`src/rtl/down_timer_pkg.sv`:
```
// Shared types and defaults for the loadable down-timer.
package down_timer_pkg;

  typedef enum logic [1:0] {
    IDLE = 2'b00,
    RUN  = 2'b01,
    DONE = 2'b10
  } state_t;

  localparam int DEFAULT_WIDTH = 5;

endpackage

```
`src/rtl/down_timer.sv`:
```
// Loadable down-counter / one-shot timer with a registered terminal-count pulse.
// Define AUTO_RELOAD_EN for periodic operation (reload on terminal count instead of stopping).
//
// state | meaning
// IDLE  | stopped, count held, waiting for a load
// RUN   | counting down while enab is high
// DONE  | terminal count reached, count is 0, waiting for clr or load
module down_timer
  import down_timer_pkg::*;
#(
  parameter int WIDTH = DEFAULT_WIDTH
) (
  input  logic             clk,
  input  logic             rst,
  input  logic             load,
  input  logic             enab,
  input  logic             clr,
  input  logic [WIDTH-1:0] cnt_in,
  output logic [WIDTH-1:0] cnt_out,
  output logic             tc,
  output logic             busy,
  output logic             done
);

  state_t           state_q;
  state_t           state_d;
  logic [WIDTH-1:0] cnt_d;
  logic             tc_d;

`ifdef AUTO_RELOAD_EN
  logic [WIDTH-1:0] reload_q;
  logic [WIDTH-1:0] reload_d;

  always_ff @(posedge clk or negedge rst) begin
    if (!rst) reload_q <= '0;
    else      reload_q <= reload_d;
  end
`endif

  always_ff @(posedge clk or negedge rst) begin
    if (!rst) begin
      state_q <= IDLE;
      cnt_out <= '0;
      tc      <= 1'b0;
    end else begin
      state_q <= state_d;
      cnt_out <= cnt_d;
      tc      <= tc_d;
    end
  end

  always_comb begin
    state_d = state_q;
    cnt_d   = cnt_out;
    tc_d    = 1'b0;
`ifdef AUTO_RELOAD_EN
    reload_d = reload_q;
`endif
    if (load) begin
      cnt_d = cnt_in;
`ifdef AUTO_RELOAD_EN
      reload_d = cnt_in;
`endif
      if (cnt_in != '0) begin
        state_d = RUN;
      end else begin
        state_d = DONE;
        tc_d    = 1'b1;
      end
    end else begin
      case (state_q)
        RUN: begin
          if (enab) begin
            if (cnt_out > WIDTH'(1)) begin
              cnt_d = cnt_out - WIDTH'(1);
            end else begin
              // terminal count: stop at zero, or restart from the loaded period
`ifdef AUTO_RELOAD_EN
              cnt_d = reload_q;
`else
              cnt_d   = '0;
              state_d = DONE;
`endif
              tc_d = 1'b1;
            end
          end
        end
        DONE: begin
          cnt_d = '0;
          if (clr) state_d = IDLE;
        end
        IDLE: ;
        default: state_d = IDLE;
      endcase
    end
  end

  assign busy = (state_q == RUN);
  assign done = (state_q == DONE);

endmodule

```
`config.mk`:
```
export PLATFORM = sky130hd
export DESIGN_NAME = down_timer
export DESIGN_NICKNAME = d
export VERILOG_FILES = /design/src/rtl/down_timer_pkg.sv /design/src/rtl/down_timer.sv
export SDC_FILE = /design/constraint.sdc
export NUM_CORES = 1
export LEC_CHECK = 0
export ABC_AREA = 1
export ABC_CLOCK_PERIOD_IN_PS = 2800
export CAP_MARGIN = 30
export CORE_MARGIN = 4
export CORE_UTILIZATION = 35
export CTS_BUF_LIST = sky130_fd_sc_hd__clkbuf_4 sky130_fd_sc_hd__clkbuf_8
export CTS_CLUSTER_DIAMETER = 120
export DETAILED_ROUTE_END_ITERATION = 10
export SYNTH_ARGS = -nofsm -noshare
export SYNTH_HDL_FRONTEND = slang
export SYNTH_SLANG_ARGS = --single-unit
export TNS_END_PERCENT = 100
```
`constraint.sdc`:
```
create_clock -name clk -period 2.8 [get_ports clk]
set_input_delay 0.28 -clock clk [delete_from_list [all_inputs] [get_ports clk]]
set_output_delay 0.28 -clock clk [all_outputs]
set_load 0.02 [all_outputs]
```
[Word-level counts from Yosys, hierarchy flattened]
Index checks and enable logic that the tools add are counted.
Storage, ports and cells
  register bits: 8
  latch bits: 0
  bits in writable memories: 0
  memory bits (read-only): 0
  input bits: 10
  output and inout bits: 8
  word-level logic and storage cells: 31
  memories: 0
Operators by class
  $add $sub $neg: 1
  multipliers: 0
  divide/modulo/power cells: 0
  $lt $le $gt $ge: 1
  equality and inequality tests: 6
  shifts and indexed selects: 0
  muxes and demuxes: 15
  bitwise logic cells: 0
  reductions and logical operators: 5
Operators by type and width (number)
  $mux W5: 3
  $mux W2: 5
  $pmux W5 S2: 1
  $ne A3 B3 Y1 const B: 3
  $pmux W2 S3: 1
  $gt A5 B1 Y1 const B: 1
  $mux W1: 5
  $reduce_bool A5 Y1: 1
  $sub A5 B1 Y5 const B: 1
  $reduce_and A4 Y1: 1
  $reduce_bool A3 Y1: 1
  $eq A2 B1 Y1 const B: 1
  $eq A2 B2 Y1 const B: 1
  $logic_not A2 Y1: 1
  $ne A2 B2 Y1 const B: 1
  $reduce_and A2 Y1: 1

[Depth between registers and ports, before layout]
Gate-level depths: netlist (run 1).
  depth in word-level cells: 5
  mapped depth: 7
  mapped depth without buffers: 7

[Worst setup path after synthesis (run 1)]
No wires, ideal clock.
  path kind: flip-flop to flip-flop
  from: register cnt_out[1]
  to: register cnt_out[3]
  library setup time: 73 ps
  arrival: 1252 ps
  setup slack: 1475 ps
  stages on the path, launching flop included: 7
  cells stage by stage: dfrtp_1 > inv_1 > ha_1 > o21bai_1 > nand2_1 > nand3_1 > a21oi_2
On the way
  cells in the longest elaborated chain, start to end: 5
  elaborated cells on any way between the ends: 6
Ends and longest elaborated chain
  from (decl): line down_timer.sv:19  | output logic [WIDTH-1:0] cnt_out,
  from (signal assigned): line down_timer.sv:47  | cnt_out <= cnt_d;
  $sub A5 B1 Y5 or $gt A5 B1 Y1 (tied branches): line down_timer.sv:75, down_timer.sv:74
  $mux W5 *: line down_timer.sv:74  | if (cnt_out > WIDTH'(1)) begin
  $mux W5 *: line down_timer.sv:73  | if (enab) begin
  $pmux W5 S2 *: line down_timer.sv:71  | case (state_q)
  $mux W5 *: line down_timer.sv:59  | if (load) begin
Every way passes the cells marked *; elsewhere a longest branch is shown, timed or not. The select of a mux whose other input is x is not followed.
A chain may end at the register's enable or synchronous reset.

[Final worst setup path (run 1)]
  from: register state_q[0]
  to: output port done
On the way
  cells in the longest elaborated chain, start to end: 1
Ends and longest elaborated chain
  from (decl): line down_timer.sv:25  | state_t state_q;
  from (signal assigned): line down_timer.sv:46  | state_q <= state_d;
  $eq A2 B2 Y1: line down_timer.sv:99  | assign done = (state_q == DONE);
  to (decl): line down_timer.sv:22  | output logic done
No other way between the ends.

==> impl_metrics.toml, run 1 <==
[floorplan]
io_pins = 18
start_util_pct = 38.4
core_area_um2 = 1560
die_x_um = 49.4
die_y_um = 49.4
rows = 14
dieArea_um2 = 2440

[power]
max-vdd-ir-drop_v = 0.000205
p_per_area_nw_per_um2 = 520
p_leak_nw = 0.408

[detailed_routing]
wl_per_cell_um = 10.3
viasPerCell = 4.71
drt_iter0_drc = 10
ant_nets = 0
drt_pass1_iterations = 4
num_vias = 570
drc = 0
drt_wl_total_mm = 1.24

[setup_path]
worstReg2RegStart = "cnt_out[1]"
rrSetupSlack_ns = 1.44
reg2regPathDepth = 6
worst_setup_path_end_kind = "primary output"
path_class = "reg -> out"
cp_max_fo = 5
cp-start-kind = "register"
reg2reg_to = "cnt_out[0]"
required_ns = 2.52
cp_data_arrival_time_ns = 1.56

[grt]
antenna_found_initial = 0
gr-usage-all-layers_pct = 12.0
grt_max_degree = 12
gr-total-overflow = 0
first_global_vias = 515
grt_pass1_wl_mm = 2.22

[synth]
synth_cell_types = 20
syn_avg_cell_area_um2 = 6.97
synth_area_um2 = 599
ys_ff_latch = 8
yosysWarnings = 0
async_flop_share_pct = 100
seq_area_frac_synth_pct = 33.4
synth_edf_count = 0
synth_most_common_cell = "nand2_1"
syn_inst = 86
syn_nets = 98
yosysTopAreaCell = "dfrtp_1"
synth_top_area_share_pct = 33.4
ys_top_cells_by_count = "17 x nand2_1, 16 x nor2_1, 14 x inv_1"
synthFlopType = "dfrtp_1"
synth.top_cells.by_area = "dfrtp_1 33%, nand2_1 11%, nor2_1 10%, inv_1 8.8%, nand3_1 7.5%"

[cells_and_area]
syn_to_final_growth_pct = 33.6
multi_input_area_um2 = 329
antenna_cells = 0
fin_nets = 119
fill_cells = 159
drive_gt1_share_pct = 11.4
final_core_util_pct = 51.4
seq_area_um2 = 200

[clock_tree]
cts_resized = 0
cts.sinks = 8
htree_levels = 1
cts_setup_buffers = 0
path_clk_slew_ns = 0.05
cts_made_buffers = 3
cts_tree = "done"
clk_latency_ns = 0.25
clockBufferDepth = 2
clockRootBuffer = "clkbuf_4"
cts_hold_buf = 0

[placed_design]
hpwl_mm = 1.03
place_congestion = 0.836
place_ws_ns = 1.14
placement.io_buffers = 17

[sta]
max_freq_mhz = 543
post-route-min-period_ns = 1.84
fin_crit_sh_pct = 65.8
slew_viol_final = 0
rsz0062_at_grt = "no"
setup_viol = 0
max_slew_margin_pct = 76.1
setup_slack_ns = 0.957
setup_tns_ns = 0
tightest_slew_ns = 0.358
hold_viol_final = 0
final.setup_skew_ns = 0.00389

[job]
drv_cap = 0

[outcome]
outcome = "finished, final reports clean"

[worst_hold_path]
min_path_type = "in -> async"
worst max path at each step:
stage	startpoint	to	slack (ns)	cells after the start
floorplan	cnt_out[1]	cnt_out[3]	1.48	6
global placement	load	cnt_out[4]	1.19	7
detailed placement	load	cnt_out[0]	1.14	7
CTS	state_q[0]	done	0.96	2
global route	state_q[0]	done	0.90	2
finish	state_q[0]	done	0.96	2
layer usage:
| layer | part of all wire, % | vias up | global-route usage (%) |
|---|---|---|---|
| met4 | 3.5 | 0 | 9.68 |
| met3 | 4.3 | 4 | 1.22 |
| met5 | 0 | - | 0 |
| met1 | 50 | 244 | 15.9 |
| met2 | 42 | 15 | 17.4 |
| li1 | - | 307 | - |
layout by cell type, fill, tap and decap left out:
cell type / instances
nand2_1: 17
clkdlybuf4s50_1: 17
nor2_1: 16
inv_1: 14
nand3_1: 9
dfrtp_1: 8
a21oi_2: 3
clkbuf_4: 3
nand4_1: 2
nor2_4: 2
a21oi_1: 2
nand3b_1: 2
ha_1: 2
nand2_2: 1
nor3_1: 1
o21bai_1: 1
nor3_2: 1
nor2_2: 1
o21ai_1: 1
inv_4: 1
xor2_1: 1
metrics by stage:
step           std cells  hold slack [ns]  area, µm²  power [W]
3_5_place_dp         118            0.583        778   0.000334
5_1_grt              121            0.323        801   0.000452
4_1_cts              121            0.315        801   0.000423
2_1_floorplan         86          -0.0156        599   0.000264
6_report             121            0.305        801   0.000416
3_3_place_gp         118            0.574        778   0.000333
area by class of cell:
class	instances	area share, %
clock buffers	3	2.81
inverters	15	7.34
multi-input cells	62	41.1
flip-flops and latches	8	25.0
well taps	16	2.50
repair buffers	17	21.2
power breakdown:
part | leakage, nW | internal, W | switching (W) | total, W
combinational | 0.297 | 0.0000795 | 0.0000917 | 0.000171
sequential | 0.0964 | 0.000133 | 0.0000266 | 0.000159
clock | 0.0138 | 0.0000489 | 0.0000368 | 0.0000857
total | 0.408 | 0.000261 | 0.000155 | 0.000416
kinds of logic after synthesis:
| kind of cell | synth area share, % |
|---|---|
| and+or+nand+nor | 41.1 |
| buffers and inverters | 11.7 |
| DFF | 33.4 |
| AOI/OAI and AO/OA | 8.14 |
| adders and majority gates | 4.17 |
| xor gates and xnor gates | 1.46 |
worst max-delay path, cell delays in order, from the launching register on:
cell	delay, ns
dfrtp_1	0.43
nor2_1	0.23
clkdlybuf4s50_1	0.65
flip-flops by register name, indices dropped and copies added (netlist names):
name / count
cnt_out: 5
tc: 1
state_q: 2
(Power assumes the default switching activity.)
==> inputs of run 2 (changes only) <==
Settings changed: ABC_CLOCK_PERIOD_IN_PS 2800 to 1800.
Clock period 2.8 ns to 1.8 ns, I/O delays scaled along.
==> run 2 against run 1 <==
Against the previous run: register-to-register slack got worse by 0.97 ns; hold slack got worse by 0.086 ns; critical path depth did not move; final cell count rose by 0.83%; highest routed layer unchanged; critical path type unchanged; first-iteration DRC count rose by 10%; clock-buffer cell count did not move; largest power group unchanged; clock power rose by 60%.
==> impl_metrics.toml, run 2 (synthesized netlist as in run 1, its figures left out) <==
[clock_tree]
path_clk_slew_ns = 0.06
cts.sinks = 8
cts_tree = "done"
cts_resized = 0
htree_levels = 1
cts_made_buffers = 3
cts_hold_buf = 0
clockRootBuffer = "clkbuf_4"
cts_setup_buffers = 0
clk_latency_ns = 0.25
clockBufferDepth = 2

[floorplan]
rows = 14
core_area_um2 = 1560
io_pins = 18
die_x_um = 49.4
start_util_pct = 38.4
dieArea_um2 = 2440
die_y_um = 49.4

[sta]
hold_viol_final = 0
fin_crit_sh_pct = 95.4
tightest_slew_ns = 0.395
setup_tns_ns = 0
max_slew_margin_pct = 73.6
setup_slack_ns = 0.0835
post-route-min-period_ns = 1.72
max_freq_mhz = 583
slew_viol_final = 0
rsz0062_at_grt = "no"
setup_viol = 0
final.setup_skew_ns = 0.00405

[setup_path]
path_class = "reg -> out"
cp_data_arrival_time_ns = 1.54
cp.depth = 2
cp_cell_sequence = "nor2_1 -> clkdlybuf4s50_1"
critical_path_buf_inv_count = 1
crit_path_max_incr_delay_ns = 0.64
cp_top_family = "buffers and inverters"
required_ns = 1.62
rrSetupSlack_ns = 0.47
worst_setup_path_end_kind = "primary output"
cp_slowest_cell = "clkdlybuf4s50_1"
cp-start-kind = "register"
cp_max_fo = 5
reg2regPathDepth = 6

[cells_and_area]
antenna_cells = 0
regMostFlops = "cnt_out"
largestRegisters = "cnt_out: 5 flops, state_q: 2 flops, tc: 1 flops"
fill_cells = 156
fin_nets = 120
layout_common_cells = "17 x nand2_1, 17 x clkdlybuf4s50_1, 16 x nor2_1, 14 x inv_1, 9 x nand3_1"
drive_gt1_share_pct = 12.3
multi_input_area_um2 = 329
syn_to_final_growth_pct = 34.9
largest_register_ffs = 5
final_core_util_pct = 51.8
seq_area_um2 = 200
stdcell_area_um2 = 808

[placed_design]
dpl-instance-area_um2 = 786
hpwl_mm = 1.06
place_ws_ns = 0.361
placement.io_buffers = 17
place_congestion = 0.805

[worst_hold_path]
min_path_type = "in -> async"

[detailed_routing]
viasPerCell = 4.80
num_vias = 585
drc = 0
drt_pass1_iterations = 4
drt_wl_total_mm = 1.30
drt_iter0_drc = 11
wl_per_cell_um = 10.6
ant_nets = 0

[power]
max-vdd-ir-drop_v = 0.000441
power.total_w = 0.000650
p_per_area_nw_per_um2 = 804
p_leak_nw = 0.412

[grt]
first_global_vias = 543
met3_usage_pct = 2.75
gr-total-overflow = 0
grt_pass1_wl_mm = 2.30
grt_use_met2_pct = 19.4
grt_max_degree = 11
gr-usage-all-layers_pct = 12.5
grt.busiest_layer = "met2"
grtUsageMet1_pct = 15.2
antenna_found_initial = 0

[job]
drv_cap = 0

[outcome]
outcome = "finished, final reports clean"
-- run 2: changes by cell type in the layout (fill, tap and decap cells not counted), sizes merged --
| cell | change |
|---|---|
| buf | +1 |
-- run 2: path summary, 6_finish.rpt --
kind | startpoint | to
max in group asynchronous | rst | state_q[0]
min in group clk | state_q[1] | state_q[0]
setup / recovery | state_q[0] | done
hold / removal | rst | cnt_out[3]
hold reg to reg | state_q[1] | state_q[0]
setup reg to reg | cnt_out[1] | cnt_out[2]
-- run 2: per-layer routing --
metal / wire length, µm / part of all wire (%) / vias up
li1: - / - / 314
met1: 634 / 49 / 252
met2: 592 / 46 / 15
met3: 38 / 2.9 / 4
met4: 32 / 2.5 / 0
met5: 0 / 0 / -
-- run 2: power breakdown --
part           internal, W  leakage, nW  switching [W]
combinational     0.000125        0.302       0.000142
sequential        0.000207       0.0964      0.0000391
clock            0.0000763       0.0138      0.0000611
-- run 2: final cells by class --
cell class	count	area share, %
tap	16	2.48
timing repair buffer	18	22.0
clock buffer	3	2.79
inverter	15	7.28
sequential	8	24.8
multi-input combinational	62	40.7
-- run 2: per-stage QoR --
step | instances | hold slack, ns
global route | 122 | 0.244
finish | 122 | 0.219
floorplan | 86 | -0.116
CTS | 122 | 0.220
detailed placement | 119 | 0.499
global placement | 119 | 0.494
==> inputs of run 3 (changes only) <==
--- a/config.mk
+++ b/config.mk
@@ -8,3 +8,3 @@
 export ABC_AREA = 1
-export ABC_CLOCK_PERIOD_IN_PS = 1800
+export ABC_CLOCK_PERIOD_IN_PS = 1610
 export CAP_MARGIN = 30
@@ -15,2 +15,3 @@
 export DETAILED_ROUTE_END_ITERATION = 10
+export SLEW_MARGIN = 10
 export SYNTH_ARGS = -nofsm -noshare
==> constraint.sdc (replaced) <==
create_clock -name clk -period 1.61 [get_ports clk]
set_input_delay 0.161 -clock clk [delete_from_list [all_inputs] [get_ports clk]]
set_output_delay 0.161 -clock clk [all_outputs]
set_load 0.1 [all_outputs]
==> run 3 against run 2 <==
Against the previous run: die area unchanged; sequential share of layout area decreased by 2.2 points; hold slack got worse by 0.030 ns; sequential cell count unchanged; non-clock buffer count unchanged; sequential power increased by 20%; final cell count unchanged; total power increased by 55%; global-route usage decreased by 0.56 points; combinational power increased by 110%; register-to-register slack got worse by 0.22 ns; critical path depth increased by 4; critical path type is now reg -> reg; highest routed layer unchanged.
==> impl_metrics.toml, run 3 (synthesized netlist as in run 1, its figures left out) <==
[clock_tree]
clockRootBuffer = "clkbuf_4"
cts.sinks = 8
cts_setup_buffers = 0
path_clk_slew_ns = 0.05
htree_levels = 1
cts_hold_buf = 0
cts_tree = "done"
cts_made_buffers = 3
clockBufferDepth = 2
cts_resized = 0
clk_latency_ns = 0.25

[outcome]
outcome = "finished, final reports clean"

[setup_path]
critical_path_buf_inv_count = 1
cp-start-kind = "register"
crit_path_max_incr_delay_ns = 0.42
path_class = "reg -> reg"
reg2regPathDepth = 6
cp_data_arrival_time_ns = 1.53
worstReg2RegStart = "cnt_out[1]"
cp_top_family = "flip-flops"
worst_setup_path_end_kind = "register"
cp_cell_sequence = "inv_1 -> ha_1 -> o21bai_1 -> nand2_1 -> nand3b_1 -> a21oi_2"
rrSetupSlack_ns = 0.25
cp_slowest_cell = "dfrtp_2"
required_ns = 1.79
cp_max_fo = 5
reg2reg_to = "cnt_out[1]"

[grt]
antenna_found_initial = 0
grt_use_met2_pct = 17.4
first_global_vias = 522
grt_pass1_wl_mm = 2.19
grtUsageMet1_pct = 14.7
gr-total-overflow = 0
grt.busiest_layer = "met2"
grt_max_degree = 9
met3_usage_pct = 2.75
gr-usage-all-layers_pct = 11.9

[sta]
rsz0062_at_grt = "no"
setup_viol = 0
post-route-min-period_ns = 1.36
tightest_slew_ns = 0.372
max_slew_margin_pct = 75.1
fin_hold_ws_ns = 0.190
max_freq_mhz = 737
fin_crit_sh_pct = 84.3
setup_tns_ns = 0
hold_viol_final = 0
slew_viol_final = 0
final.setup_skew_ns = 0.000210

[cells_and_area]
layout_common_cells = "17 x nand2_1, 15 x nor2_1, 14 x inv_1, 9 x nand3_1, 9 x clkdlybuf4s50_1"
syn_to_final_growth_pct = 49.9
antenna_cells = 0
final_cells = 122
drive_gt1_share_pct = 22.6
fin_nets = 120
largest_register_ffs = 5
largestRegisters = "cnt_out: 5 flops, state_q: 2 flops, tc: 1 flops"
fill_cells = 150
regMostFlops = "cnt_out"
layout_commonest_cell = "nand2_1"

[placed_design]
place_congestion = 0.839
post-place-cells = 119
placement.io_buffers = 17
hpwl_mm = 1.10

[detailed_routing]
drt_wl_total_mm = 1.30
drt_iter0_drc = 5
ant_nets = 0
drt_pass1_iterations = 4
drc = 0
num_vias = 596
wl_per_cell_um = 10.7
viasPerCell = 4.89

[floorplan]
start_util_pct = 38.4
die_y_um = 49.4
dieArea_um2 = 2440
core_area_um2 = 1560
rows = 14
die_x_um = 49.4
io_pins = 18

[power]
max-vdd-ir-drop_v = 0.000545
p_per_area_nw_per_um2 = 1120
p_leak_nw = 0.453

[job]
drv_cap = 0

[worst_hold_path]
min_path_type = "in -> async"
[run 3: cell types whose count changed in the layout (fill, tap and decap cells not counted)]
cell	change
dfrtp_2	+2
dfrtp_1	-2
nor2_4	+1
buf_12	+8
nor2_1	-1
clkdlybuf4s50_1	-8
[run 3: per-layer routing]
layer  vias to the layer above  wire (µm)
li1                        312          -
met1                       266        608
met2                        14        602
met3                         4         60
met4                         0         31
met5                         -          0
[run 3: worst register-to-register path: stages, from the launching register on]
cell      delay, ns
dfrtp_2        0.42
inv_1          0.08
ha_1           0.18
o21bai_1       0.20
nand2_1        0.17
nand3b_1       0.11
a21oi_2        0.13
[run 3: how the worst max path moves through the flow]
stage / slack (ns) / startpoint / depth (start not counted) / end
final: 0.25 / cnt_out[1] / 6 / cnt_out[1]
after detailed placement: 0.23 / load / 7 / cnt_out[3]
after global routing: 0.15 / cnt_out[1] / 6 / cnt_out[3]
after CTS: 0.24 / cnt_out[1] / 6 / cnt_out[1]
after floorplan: 0.02 / cnt_out[1] / 6 / cnt_out[1]
after global placement: 0.28 / load / 7 / cnt_out[1]
[run 3: power by group]
part / switching [W] / internal [W]
Clock: 0.0000662 / 0.0000851
Sequential: 0.0000634 / 0.000233
Combinational: 0.000355 / 0.000205
Total: 0.000485 / 0.000523
[run 3: cell type report]
cell class | count | area, µm² | share of cell area, %
flip-flops and latches | 8 | 203 | 22.6
multi-input cells | 62 | 337 | 37.5
repair buffers | 18 | 258 | 28.7
clock buffers | 3 | 22.5 | 2.51
inverters | 15 | 58.8 | 6.55
well taps | 16 | 20.0 | 2.23
[run 3: metrics by stage]
stage	total power, W	cell area [µm²]	util, %	setup WS, ns
finish	0.00101	898	57.6	0.253
global placement	0.000853	876	56.2	0.278
CTS	0.00101	898	57.6	0.241
floorplan	0.000647	609	-	0.0157
global route	0.00106	898	57.6	0.148
detailed placement	0.000860	876	56.2	0.231
